### src/rtl/prio_arb_enc_pkg.sv
// Shared encodings for the pending-request arbiter/encoder.
package prio_arb_enc_pkg;

    typedef enum logic {
        ST_IDLE = 1'b0,
        ST_HOLD = 1'b1
    } state_t;

    localparam logic MODE_FIXED = 1'b0;
    localparam logic MODE_RR    = 1'b1;

endpackage

### src/rtl/prio_arb_enc_pick.sv
// Combinational highest-set-bit finder; zero latency, no flow control.
module prio_pick #(
    parameter  int N = 8,
    localparam int W = $clog2(N)
) (
    input  logic [N-1:0] vec,
    output logic [W-1:0] idx,
    output logic         any
);

    always_comb begin
        idx = '0;
        any = 1'b0;
        // Ascending scan: the last hit is the highest index.
        for (int k = 0; k < N; k++) begin
            if (vec[k]) begin
                idx = W'(k);
                any = 1'b1;
            end
        end
    end

endmodule

### src/rtl/prio_arb_enc.sv
// Sticky request collector that serialises one index at a time onto valid/ready.
// Grant appears one cycle after pending is seen in IDLE; index held until accepted.
module prio_arb_enc
    import prio_arb_enc_pkg::*;
#(
    parameter  int N = 8,
    localparam int W = $clog2(N)
) (
    input  logic         clk,
    input  logic         rst,
    input  logic         en,
    input  logic         mode,
    input  logic [N-1:0] req,
    output logic         out_valid,
    input  logic         out_ready,
    output logic [W-1:0] out_idx,
    output logic [N-1:0] pending,
    output logic         busy
);

    localparam logic [W:0]   N_EXT = (W+1)'(N);
    localparam logic [W-1:0] TOP   = W'(N - 1);

    state_t         r_state;
    state_t         w_state_nxt;
    logic [N-1:0]   r_pending;
    logic [N-1:0]   w_pending_nxt;
    logic [N-1:0]   w_clr_mask;
    logic [N-1:0]   w_pick_vec;
    logic [W-1:0]   r_out_idx;
    logic [W-1:0]   r_rr_ptr;
    logic [W-1:0]   w_shift;
    logic [W-1:0]   w_pick_raw;
    logic [W-1:0]   w_pick_idx;
    logic [W:0]     w_sum;
    logic           r_out_valid;
    logic           w_accept;
    logic           w_pick_any;

    // Rotate so that the bit at rr_ptr lands on the top position of the picker.
    always_comb begin
        w_shift = '0;
        if (mode == MODE_RR) begin
            w_shift = (r_rr_ptr == TOP) ? '0 : r_rr_ptr + W'(1);
        end
        w_pick_vec = N'({r_pending, r_pending} >> w_shift);
    end

    prio_pick #(.N(N)) u_pick (
        .vec (w_pick_vec),
        .idx (w_pick_raw),
        .any (w_pick_any)
    );

    // Un-rotate modulo N; one extra bit keeps non-power-of-2 sums from aliasing.
    always_comb begin
        w_sum = {1'b0, w_pick_raw} + {1'b0, w_shift};
        if (w_sum >= N_EXT) begin
            w_sum = w_sum - N_EXT;
        end
        w_pick_idx = w_sum[W-1:0];
    end

    always_comb begin
        w_state_nxt = r_state;
        w_accept    = 1'b0;
        w_clr_mask  = '0;
        case (r_state)
            ST_IDLE: begin
                if (en && w_pick_any) begin
                    w_state_nxt = ST_HOLD;
                end
            end
            ST_HOLD: begin
                if (r_out_valid && out_ready) begin
                    w_accept    = 1'b1;
                    w_clr_mask  = N'(1) << r_out_idx;
                    w_state_nxt = ST_IDLE;
                end
            end
            default: w_state_nxt = ST_IDLE;
        endcase
        w_pending_nxt = (r_pending & ~w_clr_mask) | req;
    end

    always_ff @(posedge clk) begin
        if (rst) begin
            r_state     <= ST_IDLE;
            r_pending   <= '0;
            r_out_idx   <= '0;
            r_out_valid <= 1'b0;
            r_rr_ptr    <= TOP;
        end else begin
            r_state   <= w_state_nxt;
            r_pending <= w_pending_nxt;
            if (r_state == ST_IDLE && w_state_nxt == ST_HOLD) begin
                r_out_idx   <= w_pick_idx;
                r_out_valid <= 1'b1;
            end else if (w_accept) begin
                r_out_valid <= 1'b0;
                if (mode == MODE_RR) begin
                    r_rr_ptr <= (r_out_idx == '0) ? TOP : r_out_idx - W'(1);
                end
            end
        end
    end

    assign out_valid = r_out_valid;
    assign out_idx   = r_out_idx;
    assign pending   = r_pending;
    assign busy      = (|r_pending) || r_out_valid;

endmodule

### config.mk
export PLATFORM = sky130hd
export DESIGN_NAME = prio_arb_enc
export DESIGN_NICKNAME = d
export VERILOG_FILES = /design/src/rtl/prio_arb_enc_pkg.sv /design/src/rtl/prio_arb_enc_pick.sv /design/src/rtl/prio_arb_enc.sv
export SDC_FILE = /design/constraint.sdc
export NUM_CORES = 1
export LEC_CHECK = 0
export BUFFER_PORTS_ARGS = -buffer_cell sky130_fd_sc_hd__buf_2
export CORE_UTILIZATION = 35
export DETAILED_ROUTE_END_ITERATION = 8
export GPL_ROUTABILITY_DRIVEN = 0
export GPL_TIMING_DRIVEN = 0
export PLACE_DENSITY_LB_ADDON = 0.25
export SLEW_MARGIN = 20
export SYNTH_ARGS = -nofsm -noshare
export SYNTH_HDL_FRONTEND = slang
export SYNTH_SLANG_ARGS = --single-unit
### constraint.sdc
create_clock -name clk -period 8.2 [get_ports clk]
set_input_delay 0.41 -clock clk [delete_from_list [all_inputs] [get_ports clk]]
set_output_delay 0.41 -clock clk [all_outputs]
set_load 0.02 [all_outputs]
=== Word level (Yosys, flattened, before mapping) ===
Index checks and enable logic that the tools add are counted.

* Bitwise logic cells: 5
* Magnitude comparators: 1
* Shifts and indexed selects: 2
* Eq/ne operators: 1
* Reduce and logical (&&, ||, !) cells: 8
* Muxes and demuxes: 28
* Add/sub/neg operators: 4

{| class="wikitable"
|+ Operators by type and width
! operator !! number
|-
| 2-to-1 mux 3 bit || 8
|-
| 2-to-1 mux 8 bit || 2
|-
| right shift 16 x 3 -> 8 bit || 1
|-
| 2-to-1 mux 1 bit || 15
|-
| AND 8 bit || 1
|-
| NOT 8 bit || 1
|-
| bitwise OR 8 bit || 1
|-
| OR reduction 8 bit || 1
|-
| left shift 1 x 3 -> 8 bit (first input constant) || 1
|-
| subtractor 3 x 1 -> 3 bit (second input constant) || 2
|-
| adder 3 x 3 -> 4 bit || 1
|-
| >= comparator 4 bit (second input constant) || 1
|-
| 2-to-1 mux 2 bit || 2
|-
| adder 3 x 1 -> 3 bit (second input constant) || 1
|-
| equality test 3 bit (second input constant) || 1
|-
| logical AND 1 bit || 3
|-
| logical NOT 3 bit || 1
|-
| AND reduction 3 bit || 1
|-
| NOT 1 bit || 2
|-
| one-hot mux 1 bit (2 select lines) || 1
|-
| nonzero test 2 bit || 1
|-
| logical OR 1 bit || 1
|}

* Output and inout bits: 13
* Logic and storage cells: 54
* Register bits: 16

=== Depth between registers and ports, before layout ===
* Depth in word-level cells: 18
* Depth in mapped cells: 14

=== Hierarchy ===
A second synthesis with hierarchy kept.

* Cells, all modules: 157
* Area total of the unflattened synthesis: 1267.5 sq um

{| class="wikitable"
|+ By module, submodules not included
! module !! times used !! seq. area each (sq um) !! cells each !! area an instance (sq um)
|-
| prio_arb_enc || 1 || 320.3 || 145 || 1209.9
|-
| prio_pick || 1 || 0.0 || 12 || 57.6
|}

=== Worst setup path after synthesis ===
Ideal clock, no wire load.

* Path kind: reg-to-reg
* From: register r_rr_ptr[0]
* To: register r_out_idx[2] (netlist: out_idx[2])
* Setup slack: 4.766 ns
* Buffers on the path: 1
* Required time: 8.109 ns
* Library setup time: 0.091 ns
* Arrival time: 3.343 ns
* Stages on the path, launching flop included: 15
* Path through: dfxtp_1 ha_1 ha_1 or3b_1 buf_2 o22a_1 o221ai_2 a21oi_1 o21ai_0 a41oi_1 ha_1 fa_1 xor2_1 or4_1 a311oi_1

* Longest elaborated chain between the ends: 16

{| class="wikitable"
|+ Ends and longest elaborated chain
! item !! RTL line !! text
|-
| start: declaration || prio_arb_enc.sv:31 || <nowiki>logic [W-1:0] r_rr_ptr;</nowiki>
|-
| start signal: assignment || prio_arb_enc.sv:102 || <nowiki>r_rr_ptr <= (r_out_idx == '0) ? TOP : r_out_idx - W'(1);</nowiki>
|-
| adder 3 x 1 -> 3 bit / equality test 3 bit (equally long branches) || prio_arb_enc.sv:44 || <nowiki>w_shift = (r_rr_ptr == TOP) ? '0 : r_rr_ptr + W'(1);</nowiki>
|-
| 2-to-1 mux 3 bit (*) || prio_arb_enc.sv:44 ||
|-
| 2-to-1 mux 3 bit (*) || prio_arb_enc.sv:43 || <nowiki>if (mode == MODE_RR) begin</nowiki>
|-
| parallel branches: the longest is 13 deep, another holds adder 3 x 3 -> 4 bit || -- ||
|-
| end signal: assignment || prio_arb_enc.sv:97 || <nowiki>r_out_idx <= w_pick_idx;</nowiki>
|-
| end: declaration || prio_arb_enc.sv:30 || <nowiki>logic [W-1:0] r_out_idx;</nowiki>
|}

Mark *: on every way between the ends.
A chain may end at the register's enable or synchronous reset.

=== Worst setup path after layout ===
Ends and elaborated chain as after synthesis.

==> results_dict.tcl <==
set metrics [dict create \
    dp.final_hpwl_um 2510 \
    path_cells "ha_1 -> ha_1 -> or3b_1 -> buf_2 -> o22a_1 -> o221ai_2 -> a21oi_1 -> o21ai_0 -> a41oi_1 -> ha_1 -> fa_1 -> xor2_1 -> or4_1 -> a311oi_1" \
    num-nets-final 199 \
    via_count 1240 \
    swShare 0.326 \
    die-area_um2 3710 \
    cts_hold_buf 0 \
    path_max_fanout 7 \
    dieHeight_um 60.9 \
    ios 26 \
    ir_worst_vdd_uv 84.0 \
    drt-pass1-iter-count 4 \
    post_cts_resized 0 \
    grt_overflow 0 \
    fmax_mhz 262 \
    h-tree-depth 1 \
    drv_cap 0 \
    grt_usage 0.191 \
    cp_data_arrival_time_ps 4020 \
    synth_ff_type "dfxtp_1" \
    clockPowerShare 0.268 \
    synth_common_cells "nor2_1 (20), a21oi_1 (16), dfxtp_1 (16)" \
    crit_top_cell "ha_1" \
    leakage_nw 0.610 \
    cts_tree "built" \
    hold_class "input pin to register" \
    fin_crit_sh 0.466 \
    routed_wl_um 3210 \
    design_area_um2 1430 \
    p_seq_frac 0.472 \
    fin_tns_setup_ps 0 \
    p_switching_mw 0.0639 \
    max_stage_delay_ps 420 \
    worst_ep_required_time_ps 8410 \
    drc 0 \
    cts_made_buffers 3 \
    placementRows 21 \
    n_antenna_cell 0 \
    crit_slowest_cell "or4_1" \
    slew_violations 0 \
    async_reset_ff_frac 0 \
    grt_pass1_wl_um 5290 \
    syn2layout_area_growth_pct 17.6 \
    yosysMostFrequentCell "nor2_1" \
    path_clk_slew_ps 100 \
    clock_skew_ps 5.85 \
    power_frac_comb 0.260 \
    ys_seq_elements 16 \
    synth_top_cell_by_area "dfxtp_1" \
    drt-wirelength-per-cell_um 14.5 \
    slew_headroom 0.700 \
    first_global_vias 1156 \
    via_per_inst 5.59 \
    cts.sinks 16 \
    period_needed_ps 3820 \
    syn_inst 148 \
    status "finished, final reports clean" \
    placed_cell_area_um2 1390 \
    ys_seq_area_frac 0.263 \
    grt_max_degree 11 \
    setup_ws_ps 4380 \
    synth_area_per_cell_um2 8.22 \
    power_mw 0.196 \
    die_w_um 60.9 \
    pre_cts_ws_ps 4410 \
    drive_gt1_frac 0.233 \
    core_area_um2 3340 \
    synth-warning-count 0 \
    finalHoldViolations 0 \
    clockRootBuffer "clkbuf_4" \
    p_per_area_nw_per_um2 137 \
    clk_latency_ps 290 \
    start_util 0.364 \
    synth_area_leaders "dfxtp_1 (26%), ha_1 (8.2%), a21oi_1 (6.6%)" \
    ys_types 42 \
    cts.path.max_buffers 2 \
    finalSetupViolCount 0 \
    synthesis.area_um2 1220 \
    io_buffers 24 \
    synth_nets 170 \
    synth_top_area_share 0.263 \
    antenna_found_initial 0 \
    drt_iter0_drc 72 \
    tightestPinTransition_ps 447 \
    worstSetupPathType "register to register" \
    post_cts_buffers 0 \
    power.internal_mw 0.132 \
    end_kind "register" \
    critPathLaunchType "register" \
    ant_nets 0 \
    rsz0062_at_grt "no" \
    synth_edf_count 0 \
]
-- power groups by stage --
stage / Sequential, mW / Combinational (mW) / Clock (mW)
finish: 0.0926 / 0.0510 / 0.0526
global route: 0.0934 / 0.0568 / 0.0570
CTS: 0.0924 / 0.0511 / 0.0537
detailed placement: 0.0942 / 0.0507 / 0
global placement: 0.0937 / 0.0498 / 0
floorplan: 0.0969 / 0.0299 / 0
-- metal layers --
metal | GRT usage | up-vias | wire [um]
met4 | 0.0487 | 0 | 36
met5 | 0 | - | 0
met2 | 0.328 | 39 | 1480
met3 | 0.0256 | 5 | 169
met1 | 0.253 | 585 | 1530
li1 | - | 611 | -
-- cell families after synthesis --
logic type / share of synthesized area
AND/OR/NAND/NOR: 0.236
AO/OA/AOI/OAI: 0.243
flip-flops: 0.263
buffers and inverters: 0.0370
multiplexers: 0.115
adder cells (fa/ha/maj): 0.0988
XOR/XNOR: 0.00720
-- sequential cells by signal (all words and copies together), names as in the netlist --
name and flops:
pending 8, out_idx 3, r_rr_ptr 3, out_valid 1, r_state 1
-- layout by cell type, fill, tap and decap left out, types with 2 or more instances in the layout --
cell	count
o21a_1	3
or3_1	3
clkbuf_1	2
inv_1	3
mux2_2	2
o221ai_2	2
a31oi_1	2
clkbuf_4	3
a311oi_1	2
nor3_1	6
mux4_2	3
a221oi_1	2
and2_1	2
nor2_1	20
and3_1	2
ha_1	8
a211oi_1	4
dfxtp_1	16
o21bai_1	2
or4_1	3
nor2b_1	2
a211o_1	3
buf_2	27
nand2_1	15
a21oi_1	16
mux2i_1	5
-- critical path, delay by kind of cell (launching register included) --
family	cells	cell delay [ps]
buffers and inverters	1	180
AOI/OAI and AO/OA	6	1220
DFF	1	370
adders and majority gates	4	1010
and+or+nand+nor	2	760
xor gates and xnor gates	1	170
-- through the flow --
step           cells  utilization  hold slack [ps]
2_1_floorplan    148            -              442
3_3_place_gp     218        0.418              460
3_5_place_dp     218        0.418              467
4_1_cts          222        0.429              322
5_1_grt          222        0.429              322
6_report         222        0.429              320
-- worst paths after layout --
kind	from	endpoint	slack, ps	depth (start not counted)
worst min register to register	r_rr_ptr[2]	r_rr_ptr[2]	480	1
worst min-delay path	req[1]	pending[1]	320	3
worst max register to register	r_rr_ptr[0]	out_idx[2]	4380	14
worst max-delay path	r_rr_ptr[0]	out_idx[2]	4380	14
-- final cells by class --
type                            instances  area [um^2]
Multi-Input combinational cell        122          851
Tap cell                               46         57.6
Timing Repair Buffer                   24          120
Buffer                                  6         30.0
Clock buffer                            4         36.3
Inverter                                4         15.0
Fill cell                             350         1910
Sequential cell                        16          320
Note: power is estimated with default switching activity, not from simulation.
